## src/rtl/cpu_pkg.sv

```systemverilog
// Shared definitions for the writeback-port arbiter and its result buffer.
package cpu_pkg;
   localparam int XLEN       = 32;
   localparam int REG_ADDR_W = 5;
   localparam int CNT_W      = 4;

   typedef enum logic [1:0] {
      ARB_IDLE  = 2'd0,
      ARB_WAIT  = 2'd1,
      ARB_FORCE = 2'd2
   } arb_state_e;
endpackage

```

## src/rtl/wb_mc_buffer.sv

```systemverilog
// One-entry holding register for a multi-cycle result awaiting a free writeback slot.
module wb_mc_buffer
   import cpu_pkg::*;
#(
   parameter int DATA_W = 32
) (
   input  logic                  clk,
   input  logic                  rst,
   input  logic                  capture,
   input  logic [REG_ADDR_W-1:0] rd_in,
   input  logic [DATA_W-1:0]     data_in,
   input  logic                  consume,
   input  logic                  invalidate,
   output logic                  valid,
   output logic [REG_ADDR_W-1:0] rd,
   output logic [DATA_W-1:0]     data
);

   logic                  valid_q, valid_d;
   logic [REG_ADDR_W-1:0] rd_q, rd_d;
   logic [DATA_W-1:0]     data_q, data_d;

   always_comb begin
      valid_d = valid_q;
      rd_d    = rd_q;
      data_d  = data_q;
      if (capture) begin
         valid_d = 1'b1;
         rd_d    = rd_in;
         data_d  = data_in;
      end else if (consume || invalidate) begin
         valid_d = 1'b0;
      end
   end

   always_ff @(posedge clk) begin
      if (rst) begin
         valid_q <= 1'b0;
         rd_q    <= '0;
         data_q  <= '0;
      end else begin
         valid_q <= valid_d;
         rd_q    <= rd_d;
         data_q  <= data_d;
      end
   end

   assign valid = valid_q;
   assign rd    = rd_q;
   assign data  = data_q;

endmodule

```

## src/rtl/wb_port_arbiter.sv

```systemverilog
// Shares the register-file write port between pipeline writeback (always first)
// and a buffered multi-cycle result, forcing a pipeline stall if the buffer starves.
//
// state     | meaning
// ----------+-----------------------------------------------------------
// ARB_IDLE  | buffer empty, accepting a multi-cycle result
// ARB_WAIT  | result buffered, written on the first cycle without pipe write
// ARB_FORCE | starved too long; pipe_stall asserted until the result is written
module wb_port_arbiter #(
   parameter int STARVE_MAX = 4,
   parameter int XLEN       = 32
) (
   input  logic                           clk,
   input  logic                           rst,
   input  logic                           pipe_wb_en,
   input  logic [cpu_pkg::REG_ADDR_W-1:0] pipe_rd,
   input  logic [XLEN-1:0]                pipe_data,
   input  logic                           mc_valid,
   input  logic [cpu_pkg::REG_ADDR_W-1:0] mc_rd,
   input  logic [XLEN-1:0]                mc_data,
   output logic                           mc_ready,
   output logic                           rf_w_en,
   output logic [cpu_pkg::REG_ADDR_W-1:0] rf_w_addr,
   output logic [XLEN-1:0]                rf_w_data,
   output logic                           rf_w_src,
   output logic                           pipe_stall,
   output logic                           mc_drop
);
   import cpu_pkg::*;

   if (STARVE_MAX < 1 || STARVE_MAX > 15) begin : g_bad_starve_max
      $error("wb_port_arbiter: STARVE_MAX must be within 1..15");
   end

   localparam logic [CNT_W-1:0] STARVE_CNT = CNT_W'(STARVE_MAX);

   arb_state_e            state_q, state_d;
   logic [CNT_W-1:0]      cnt_q, cnt_d;
   logic [CNT_W-1:0]      cnt_inc;
   logic                  pipe_stall_q, pipe_stall_d;
   logic                  mc_drop_q, mc_drop_d;

   logic                  buf_valid;
   logic [REG_ADDR_W-1:0] buf_rd;
   logic [XLEN-1:0]       buf_data;
   logic                  buf_capture;
   logic                  buf_consume;
   logic                  buf_invalidate;

   logic                  pipe_we;
   logic                  buf_active;
   logic                  grant;
   logic                  waw;

   wb_mc_buffer #(
      .DATA_W (XLEN)
   ) u_buf (
      .clk        (clk),
      .rst        (rst),
      .capture    (buf_capture),
      .rd_in      (mc_rd),
      .data_in    (mc_data),
      .consume    (buf_consume),
      .invalidate (buf_invalidate),
      .valid      (buf_valid),
      .rd         (buf_rd),
      .data       (buf_data)
   );

   assign pipe_we    = pipe_wb_en && (pipe_rd != '0);
   assign buf_active = buf_valid && ((state_q == ARB_WAIT) || (state_q == ARB_FORCE));
   assign grant      = buf_active && !pipe_we;
   // A pipeline write to the same register is younger, so the buffered value is dead.
   assign waw        = buf_active && pipe_we && (pipe_rd == buf_rd);
   assign cnt_inc    = cnt_q + 1'b1;

   always_comb begin
      rf_w_en   = 1'b0;
      rf_w_addr = '0;
      rf_w_data = '0;
      rf_w_src  = 1'b0;
      if (!rst) begin
         if (pipe_we) begin
            rf_w_en   = 1'b1;
            rf_w_addr = pipe_rd;
            rf_w_data = pipe_data;
         end else if (buf_active) begin
            rf_w_en   = (buf_rd != '0);
            rf_w_addr = buf_rd;
            rf_w_data = buf_data;
            rf_w_src  = 1'b1;
         end
      end
   end

   always_comb begin
      state_d        = state_q;
      cnt_d          = cnt_q;
      mc_drop_d      = 1'b0;
      buf_capture    = 1'b0;
      buf_consume    = 1'b0;
      buf_invalidate = 1'b0;
      case (state_q)
         ARB_IDLE: begin
            cnt_d = '0;
            if (mc_valid) begin
               buf_capture = 1'b1;
               state_d     = ARB_WAIT;
            end
         end
         ARB_WAIT, ARB_FORCE: begin
            if (!buf_valid) begin
               state_d = ARB_IDLE;
               cnt_d   = '0;
            end else if (grant) begin
               buf_consume = 1'b1;
               mc_drop_d   = (buf_rd == '0);
               state_d     = ARB_IDLE;
               cnt_d       = '0;
            end else if (waw) begin
               buf_invalidate = 1'b1;
               mc_drop_d      = 1'b1;
               state_d        = ARB_IDLE;
               cnt_d          = '0;
            end else if (state_q == ARB_WAIT) begin
               cnt_d = cnt_inc;
               if (cnt_inc == STARVE_CNT) begin
                  state_d = ARB_FORCE;
               end
            end
         end
         default: begin
            state_d = ARB_IDLE;
            cnt_d   = '0;
         end
      endcase
      pipe_stall_d = (state_d == ARB_FORCE);
   end

   always_ff @(posedge clk) begin
      if (rst) begin
         state_q      <= ARB_IDLE;
         cnt_q        <= '0;
         pipe_stall_q <= 1'b0;
         mc_drop_q    <= 1'b0;
      end else begin
         state_q      <= state_d;
         cnt_q        <= cnt_d;
         pipe_stall_q <= pipe_stall_d;
         mc_drop_q    <= mc_drop_d;
      end
   end

   assign mc_ready   = !rst && (state_q == ARB_IDLE);
   assign pipe_stall = pipe_stall_q;
   assign mc_drop    = mc_drop_q;

endmodule

```

## config.mk

```make
export PLATFORM = sky130hd
export DESIGN_NAME = wb_port_arbiter
export DESIGN_NICKNAME = d
export VERILOG_FILES = /design/src/rtl/cpu_pkg.sv /design/src/rtl/wb_mc_buffer.sv /design/src/rtl/wb_port_arbiter.sv
export SDC_FILE = /design/constraint.sdc
export NUM_CORES = 1
export LEC_CHECK = 0
export BUFFER_PORTS_ARGS = -buffer_cell sky130_fd_sc_hd__clkbuf_2
export CAP_MARGIN = 20
export CORE_ASPECT_RATIO = 1.75
export CORE_MARGIN = 2
export CORE_UTILIZATION = 43
export CTS_BUF_LIST = sky130_fd_sc_hd__clkbuf_8
export DETAILED_ROUTE_END_ITERATION = 6
export GPL_TIMING_DRIVEN = 0
export PLACE_DENSITY = 0.87
export SYNTH_ARGS = -nofsm -noshare
export SYNTH_HDL_FRONTEND = slang
export SYNTH_SLANG_ARGS = --single-unit
```

## constraint.sdc

```tcl
create_clock -name clk -period 4.3 [get_ports clk]
set_input_delay 0.645 -clock clk [delete_from_list [all_inputs] [get_ports clk]]
set_output_delay 0.645 -clock clk [all_outputs]
set_load 0.05 [all_outputs]
```

## After elaboration in Yosys (flattened, before gate mapping)

Index checks and enable logic that the tools add are counted.

| cells by class | value |
|---|---|
| add/subtract/negate cells | 1 |
| equality and inequality tests | 5 |
| mux-type cells | 31 |
| bitwise logic cells | 2 |
| reduce and logical (&&, ||, !) cells | 18 |

Operators by type and width:

| operator | number |
|---|---|
| $mux 32 | 3 |
| $mux 1 | 18 |
| $mux 5 | 3 |
| $mux 2 | 6 |
| $reduce_bool 5->1 | 2 |
| $logic_and 1x1->1 | 6 |
| $eq 5x5->1 | 1 |
| $logic_not 5->1 | 1 |
| $reduce_or 5->1 | 1 |
| $add 4x1->4 const B | 1 |
| $eq 2x2->1 const B | 2 |
| $eq 4x3->1 const B | 1 |
| $pmux 2 s2 | 1 |
| $reduce_or 3->1 | 1 |
| $eq 2x1->1 const B | 1 |
| $logic_not 1->1 | 2 |
| $logic_not 2->1 | 1 |
| $logic_or 1x1->1 | 2 |
| $not 1->1 | 2 |
| $reduce_bool 2->1 | 1 |
| $reduce_or 2->1 | 1 |

| storage, ports and cells | value |
|---|---|
| flip-flop bits (word level) | 46 |
| input port bits | 78 |
| output and inout bits | 42 |
| logic and storage cells | 64 |

## Longest topological paths before layout

Gate-level depths: netlist of run 1.

| logic depth | value |
|---|---|
| depth after elaboration | 12 |
| mapped depth | 9 |
| mapped depth without buffers | 7 |

## Hierarchy

Synthesis of run 1 repeated with hierarchy kept, for this count alone.

| unflattened totals | value |
|---|---|
| cells, all modules | 230 |
| area total of the unflattened synthesis | 2283.4 um^2 |

Modules (own cells, without submodules):

| module | instances | cells an instance | area each (um^2) | seq. area each (um^2) |
|---|---|---|---|---|
| wb_mc_buffer | 1 | 123 | 1363.8 | 760.7 |
| wb_port_arbiter | 1 | 107 | 919.6 | 160.2 |

## Worst setup path after synthesis of run 1

OpenSTA, ideal clock, no wires.

| path | value |
|---|---|
| path type | in2out |
| start | in pipe_rd[0] in the netlist's numbering |
| end | out rf_w_addr[2] in the netlist's numbering |
| arrival time | 2.512 ns |
| required time | 3.655 ns |
| setup slack | 1.143 ns |
| cell stages on the path | 6 |
| buffers on the path | 1 |
| cells stage by stage | or4_4 o21ai_4 and2b_1 buf_2 nand2_1 o21ai_0 |

| on the way | value |
|---|---|
| cells in the longest elaborated chain, start to end | 4 |

Ends and longest elaborated chain:

| item | line | RTL |
|---|---|---|
| start: declaration | wb_port_arbiter.sv:16 | `input logic [cpu_pkg::REG_ADDR_W-1:0] pipe_rd,` |
| $reduce_bool 5->1 | wb_port_arbiter.sv:70 | `assign pipe_we = pipe_wb_en && (pipe_rd != '0);` |
| $logic_and 1x1->1 | wb_port_arbiter.sv:70 |  |
| $mux 5 | wb_port_arbiter.sv:83 | `if (pipe_we) begin` |
| $mux 5 | wb_port_arbiter.sv:82 | `if (!rst) begin` |
| end: declaration | wb_port_arbiter.sv:23 | `output logic [cpu_pkg::REG_ADDR_W-1:0] rf_w_addr,` |

Every way passes these cells.

## Worst setup path in the final report of run 1

| path | value |
|---|---|
| start | reg state_q[1] |
| end | out rf_w_addr[1] in the netlist's numbering |

| on the way | value |
|---|---|
| cells in the longest elaborated chain, start to end | 6 |
| elaborated cells on any way between the ends | 7 |
| those cells by class | eq/ne (2); mux (3); reduce/logical (2) |

Ends and longest elaborated chain:

| item | line | RTL |
|---|---|---|
| start: declaration | wb_port_arbiter.sv:37 | `arb_state_e state_q, state_d;` |
| start signal: assignment | wb_port_arbiter.sv:147 | `state_q <= state_d;` |
| $eq 2x1->1 / $eq 2x2->1 (equally long branches) | wb_port_arbiter.sv:71 | `assign buf_active = buf_valid && ((state_q == ARB_WAIT) \|\| (state_q == ARB_FORCE));` |
| $logic_or 1x1->1 * | wb_port_arbiter.sv:71 |  |
| $logic_and 1x1->1 * | wb_port_arbiter.sv:71 |  |
| $mux 5 * | wb_port_arbiter.sv:87 | `end else if (buf_active) begin` |
| $mux 5 * | wb_port_arbiter.sv:83 |  |
| $mux 5 * | wb_port_arbiter.sv:82 |  |

Mark *: on every way between the ends. The rest lies on a longest branch, timed or not.

==> impl_metrics.csv, run 1 <==
group,metric,value,unit
grt,grt_pass1_wl,10250,um
sta,finClkSkew,0.01037,ns
sta,maxSlewViolCount,0,
detailed_routing,route.detailed.drc,0,
synth,syn-mean-instance-area,8.107,um^2
floorplan,core-area,0.004935,mm^2
floorplan,die_y,98.56,um
pwr,p_int,0.6424,mW
worst_setup_path,required,3.65,ns
pwr,ir_drop,0.0003184,V
synth,synthTopCellsByArea,"dfxtp_1 42%, a22o_1 14%, nand2_1 13%, a21oi_1 8.9%, xor2_1 2.8%",
cells_and_area,area_growth,33.88,%
cells_and_area,antenna_cells,0,
clock_tree,cts_hold_buffers,0,
sta,maxSlewHeadroom,0.6775,
worst_setup_path,crit_chain,"inv_1 -> ha_1 -> nand2_1 -> or2_2 -> clkbuf_1 -> and2b_1 -> buf_6 -> buf_6 -> a22o_1 -> clkbuf_2",
pwr,p_seq_frac,0.493,
cells_and_area,stdcell_count,451,
cells_and_area,layout-drive-gt1-share,0.3451,
floorplan,die_area,0.005720,mm^2
synth,synth_top_area_share,0.4191,
worst_hold_path,hold_path.class,"flip-flop to flip-flop",
floorplan,row_count,34,
run,max_cap_violations,0,
pwr,combPwrFrac,0.236,
sta,finalCritPeriodShare,0.7753,
pwr,powerDensity,322.1,mW/mm^2
placed_design,portBuffers,118,
pwr,swShare,0.3219,
sta,rsz0062_at_grt,"false",
worst_setup_path,crit_slowest_cell,"dfxtp_1",
detailed_routing,wl_per_cell,14.08,um
detailed_routing,antenna_left,0,
grt,first_global_vias,2369,
synth,netlist_area,0.002197,mm^2
synth,yosys.area.top_type,"dfxtp_1",
sta,hold_viol,0,
clock_tree,clk_pin_slew_worst_paths,0.09,ns
worst_setup_path,path_class,"flip-flop to output port",
worst_setup_path,crit_path_max_fanout,10,
detailed_routing,via_per_inst,5.246,
sta,fin_tns_setup,0,ns
clock_tree,clockBufferDepth,2,
grt,antenna_found_initial,0,
worst_setup_path,crit_family,"buffers and inverters",
worst_setup_path,slowest_delay,0.39,ns
grt,grt_overflow,0,
placed_design,dp.cells,443,
floorplan,die_w,58.04,um
clock_tree,cts_resized,0,
sta,period_minus_slack,3.334,ns
worst_setup_path,cp_num_buf_inv,5,
cells_and_area,final_nets,478,
sta,fmax,300.0,MHz
grt,grt_max_degree,15,
pwr,p_sw,0.3050,mW
grt,track_usage,0.2272,
synth,synth.distinct_cells,31,
detailed_routing,drt_iter0_drc,31,
clock_tree,cts.sinks,46,
synth,synth_edf_count,0,
synth,postSynth.asyncResetShare,0,
worst_setup_path,startpoint_type,"flip-flop",
cells_and_area,nFillCells,458,
worst_setup_path,worst_setup_path_end_kind,"output port",
synth,postSynthNetCount,353,
detailed_routing,drt-total-wl,6349,um
pwr,power_leakage,1.432,nW
clock_tree,cts_buffers,5,
detailed_routing,vias,2366,
clock_tree,clock_latency,0.30,ns
synth,netlist_instances,271,
worst_setup_path,cp.arrival,2.69,ns
synth,ys_seq_area_frac,0.4191,
synth,synthFlopType,"dfxtp_1",
placed_design,place_congestion,0.8890,
clock_tree,cts_tree,"built",
outcome,outcome,"completed",
synth,synth_seq_cells,46,
floorplan,io_pins,120,
synth,yosysWarnings,0,
worst_setup_path,cp_common_cell,"buf_6",
clock_tree,post_cts_buffers,0,
detailed_routing,drt_first_pass_iters,4,
clock_tree,h-tree-depth,2,
floorplan,start_util,0.4452,
placed_design,dpl.hpwl,5023,um
clock_tree,root_buffer,"clkbuf_8",
sta,tightest_slew,0.4838,ns
sta,finalSetupViolations,0,
pwr,power_frac_clock,0.271,
## worst paths after layout
| check | from | endpoint | slack (ns) | cells after the start |
|---|---|---|---|---|
| worst max register to register | state_q[1]$_SDFF_PP0_ | u_buf.data[30]$_SDFFE_PP0P_ | 2.42 | 7 |
| worst max-delay path | state_q[1]$_SDFF_PP0_ | rf_w_addr[1] | 0.97 | 10 |
| worst min register to register | u_buf.data[7]$_SDFFE_PP0P_ | u_buf.data[7]$_SDFFE_PP0P_ | 0.46 | 2 |
| worst min-delay path | u_buf.data[7]$_SDFFE_PP0P_ | u_buf.data[7]$_SDFFE_PP0P_ | 0.46 | 2 |
## area by class of cell
class / instances / area (um^2) / share of cell area
buffer: 21 / 106.4 / 0.03615
inverter: 4 / 15.01 / 0.005104
clock buffer: 5 / 68.82 / 0.02339
sequential: 46 / 920.9 / 0.3131
tap: 54 / 67.56 / 0.02297
clock inverter: 3 / 17.52 / 0.005955
timing repair buffer: 118 / 590.6 / 0.2008
multi-input combinational: 200 / 1155 / 0.3926
## power groups by stage
stage / registers (mW) / clock network (mW) / logic (mW)
floorplan: 0.472 / 0 / 0.152
global placement: 0.476 / 0 / 0.220
detailed placement: 0.477 / 0 / 0.224
CTS: 0.467 / 0.259 / 0.225
global route: 0.470 / 0.278 / 0.245
finish: 0.467 / 0.256 / 0.224
## tightest hold or removal path, cell delays in order, from the launching register on
cell and delay, ns:
dfxtp_1 0.32, nand2_1 0.05, a21oi_1 0.05
## stage by stage
| stage | util | hold WS, ns | worst slack [ns] | cell area [um^2] | total power, mW |
|---|---|---|---|---|---|
| floorplan | - | 0.4360 | 1.143 | 2197 | 0.6242 |
| global placement | 0.5786 | 0.4423 | 1.183 | 2855 | 0.6954 |
| detailed placement | 0.5786 | 0.4469 | 1.151 | 2855 | 0.7009 |
| CTS | 0.5961 | 0.4586 | 0.9942 | 2942 | 0.9508 |
| global route | 0.5961 | 0.4736 | 0.8523 | 2942 | 0.9934 |
| finish | 0.5961 | 0.4574 | 0.9663 | 2942 | 0.9474 |
## synthesized netlist by cell type (2+ instances only)
cell type,instances
a21oi_1,39
mux2i_1,2
nor3_1,6
nand2_1,79
or2_2,2
buf_6,3
ha_1,4
a22o_1,36
nor2_1,7
xor2_1,7
buf_1,3
dfxtp_1,46
inv_1,4
and2_1,2
clkbuf_1,11
o21ai_0,2
buf_2,4
## registers in the layout, indices dropped and copies added, names as in the netlist
signal / count
state_q: 2
mc_drop: 1
pipe_stall: 1
u_buf.valid: 1
cnt_q: 4
u_buf.rd: 5
u_buf.data: 32
## cells by family after synthesis
| group | Yosys count | synth area share |
|---|---|---|
| adders and majority gates | 4 | 0.02278 |
| muxes | 2 | 0.009112 |
| xor gates and xnor gates | 8 | 0.03189 |
| and+or+nand+nor | 103 | 0.1953 |
| AOI/OAI and AO/OA | 83 | 0.2665 |
| DFF | 46 | 0.4191 |
| buffers and inverters | 25 | 0.05524 |
## cell usage in the layout (no fill, tap or decap), types with 2 or more instances in the layout
cell / netlist / routed
clkbuf_2: 0 / 118
dfxtp_1: 46 / 46
nor3_1: 6 / 6
or2_2: 2 / 2
o21ai_0: 2 / 2
nand2_1: 79 / 79
buf_1: 3 / 3
and2_1: 2 / 2
ha_1: 4 / 4
mux2i_1: 2 / 2
a21oi_1: 39 / 39
clkbuf_8: 0 / 5
nor2_1: 7 / 7
a22o_1: 36 / 36
buf_2: 4 / 4
clkbuf_1: 11 / 11
inv_1: 4 / 5
buf_6: 3 / 3
xor2_1: 7 / 7
## routing by layer
metal,part of all wire,GRT usage,vias up
li1,-,-,1187
met1,0.36,0.2212,1084
met2,0.56,0.4301,76
met3,0.047,0.04331,19
met4,0.034,0.1181,0
met5,0,0,-
(Power assumes the default switching activity.)
==> run 2, diff against run 1 <==
--- a/config.mk
+++ b/config.mk
@@ -9,11 +9,11 @@
 export CAP_MARGIN = 20
 export CORE_ASPECT_RATIO = 1.75
 export CORE_MARGIN = 2
-export CORE_UTILIZATION = 43
+export CORE_UTILIZATION = 41
 export CTS_BUF_LIST = sky130_fd_sc_hd__clkbuf_8
 export DETAILED_ROUTE_END_ITERATION = 6
 export GPL_TIMING_DRIVEN = 0
-export PLACE_DENSITY = 0.87
+export PLACE_DENSITY = 0.86
 export SYNTH_ARGS = -nofsm -noshare
 export SYNTH_HDL_FRONTEND = slang
 export SYNTH_SLANG_ARGS = --single-unit
==> constraint.sdc (replaced) <==
create_clock -name clk -period 2.9 [get_ports clk]
set_input_delay 0.435 -clock clk [delete_from_list [all_inputs] [get_ports clk]]
set_output_delay 0.435 -clock clk [all_outputs]
set_load 0.05 [all_outputs]
==> impl_metrics.csv, run 2 (same netlist as run 1, synthesis figures left out) <==
group,metric,value,unit
clock_tree,cts_buffers,5,
grt,grt_pass1_wl,10250,um
sta,finalSetupViolations,0,
grt,track_usage,0.2219,
detailed_routing,via_per_inst,5.390,
grt,first_global_vias,2384,
cells_and_area,layout-drive-gt1-share,0.3561,
clock_tree,clk_pin_slew_worst_paths,0.08,ns
placed_design,dp.cells,444,
worst_setup_path,required,2.47,ns
run,max_cap_violations,0,
floorplan,core-area,0.005211,mm^2
sta,fin_tns_setup,0,ns
worst_setup_path,r2r_slack,1.00,ns
sta,finClkSkew,0.006263,ns
detailed_routing,drt_iter0_drc,105,
sta,hold_ws,0.3505,ns
worst_setup_path,rr_startpoint,"state_q[1]$_SDFF_PP0_",
floorplan,row_count,35,
floorplan,die_area,0.005983,mm^2
clock_tree,cts.sinks,46,
detailed_routing,vias,2431,
pwr,ir_drop,0.0003724,V
sta,period_minus_slack,2.769,ns
worst_setup_path,crit_path_max_fanout,10,
worst_hold_path,hold_path.class,"input port to flip-flop",
outcome,outcome,"completed",
clock_tree,clock_latency,0.30,ns
placed_design,place_congestion,0.8265,
worst_setup_path,crit_slowest_cell,"dfxtp_1",
worst_setup_path,rr_worst_depth,7,
grt,antenna_found_initial,0,
worst_setup_path,rr_endpoint,"u_buf.data[9]$_SDFFE_PP0P_",
sta,maxSlewHeadroom,0.6466,
cells_and_area,stdcell_count,451,
floorplan,start_util,0.4216,
detailed_routing,route.detailed.drc,0,
worst_setup_path,slowest_delay,0.37,ns
cells_and_area,final_common_cell,"clkbuf_2",
clock_tree,clockBufferDepth,2,
grt,grt_overflow,0,
cells_and_area,antenna_cells,0,
placed_design,portBuffers,118,
worst_hold_path,holdCritStartpoint,"mc_data[31]",
grt,grt_max_degree,14,
pwr,power,1.536,mW
sta,finalCritPeriodShare,0.9549,
worst_hold_path,whs_path_depth,3,
detailed_routing,wl_per_cell,14.82,um
clock_tree,root_buffer,"clkbuf_8",
grt,use_met1,0.2238,
clock_tree,h-tree-depth,2,
placed_design,dpl.hpwl,4971,um
sta,rsz0062_at_grt,"false",
cells_and_area,largest_reg_flops,32,
worst_hold_path,min_to,"u_buf.data[31]$_SDFFE_PP0P_",
sta,hold_viol,0,
floorplan,die_y,100.8,um
detailed_routing,drt-total-wl,6686,um
cells_and_area,final_nets,478,
floorplan,io_pins,120,
worst_setup_path,cp_num_buf_inv,4,
worst_setup_path,startpoint_type,"flip-flop",
worst_setup_path,crit_family,"simple AND/OR/NAND/NOR gates",
detailed_routing,drt_first_pass_iters,4,
grt,grt-busiest-layer,"met2",
worst_setup_path,cp.arrival,2.33,ns
pwr,powerDensity,483.2,mW/mm^2
worst_setup_path,crit_chain,"inv_1 -> ha_1 -> nand2_2 -> or2_4 -> and2b_2 -> buf_6 -> buf_8 -> a22o_1 -> clkbuf_8",
grt,grt_util_met3,0.04108,
floorplan,die_w,59.34,um
worst_setup_path,path_class,"flip-flop to output port",
sta,tightest_slew,0.5301,ns
pwr,power_leakage,1.498,nW
worst_setup_path,worst_setup_path_end_kind,"output port",
sta,maxSlewViolCount,0,
cells_and_area,final_cell_mix,"90 x clkbuf_2, 78 x nand2_1, 45 x dfxtp_1",
clock_tree,cts_hold_buffers,0,
clock_tree,cts_tree,"built",
sta,fmax,361.1,MHz
detailed_routing,antenna_left,0,
clock_tree,post_cts_buffers,0,
cells_and_area,area_growth,44.70,%
grt,met2_usage,0.4142,
-- run 2: worst reg2reg max path, stage by stage, from the launching register on --
cell and delay (ns):
dfxtp_1 0.34, inv_1 0.08, ha_1 0.18, and2_1 0.17, clkbuf_1 0.37, clkbuf_1 0.43
nand2_1 0.13, a21oi_1 0.14
-- run 2: where the power goes --
part	leakage (nW)	internal, mW	switching, mW
logic	1.06	0.139	0.221
registers	0.378	0.669	0.0238
clock network	0.0573	0.276	0.209
total	1.50	1.08	0.453
-- run 2: per-stage QoR --
step / cell area [um^2] / setup WS [ns] / utilization
after floorplan: 2197 / 0.1109 / -
final: 3179 / 0.1309 / 0.6101
after global placement: 2856 / 0.2215 / 0.5481
after CTS: 3174 / 0.07021 / 0.6091
after detailed placement: 2856 / 0.1988 / 0.5481
after global routing: 3179 / 0.02677 / 0.6101
-- run 2: what timing repair did --
action / in CTS / in global routing
gates cloned: 1 / 0
setup endpoints to repair: 32 / 37
gates resized for setup: 52 / 2
-- run 2: area by class of cell --
cell class / instances / area, um^2
Buffer: 20 / 108.9
Clock buffer: 6 / 82.58
Clock inverter: 1 / 30.03
Fill cell: 483 / 2032
Inverter: 4 / 15.01
Multi-Input combinational cell: 200 / 1161
Sequential cell: 46 / 922.1
Tap cell: 55 / 68.82
Timing Repair Buffer: 119 / 790.8
-- run 2: worst max path at each step --
stage                                startpoint  slack (ns)  depth (start not counted)       endpoint
after global routing      state_q[1]$_SDFF_PP0_        0.03                          9  rf_w_data[11]
after detailed placement  state_q[0]$_SDFF_PP0_        0.20                         10   rf_w_addr[1]
after floorplan           state_q[0]$_SDFF_PP0_        0.11                          9   rf_w_addr[2]
after CTS                 state_q[1]$_SDFF_PP0_        0.07                          9   rf_w_addr[1]
after global placement               pipe_rd[0]        0.22                          8  rf_w_data[28]
final                     state_q[1]$_SDFF_PP0_        0.13                          9   rf_w_data[0]
-- run 2: per-layer routing --
| layer | routed length, um | share of wire |
|---|---|---|
| met5 | 0 | 0 |
| met4 | 187 | 0.028 |
| met3 | 315 | 0.047 |
| met2 | 3737 | 0.56 |
| met1 | 2446 | 0.37 |
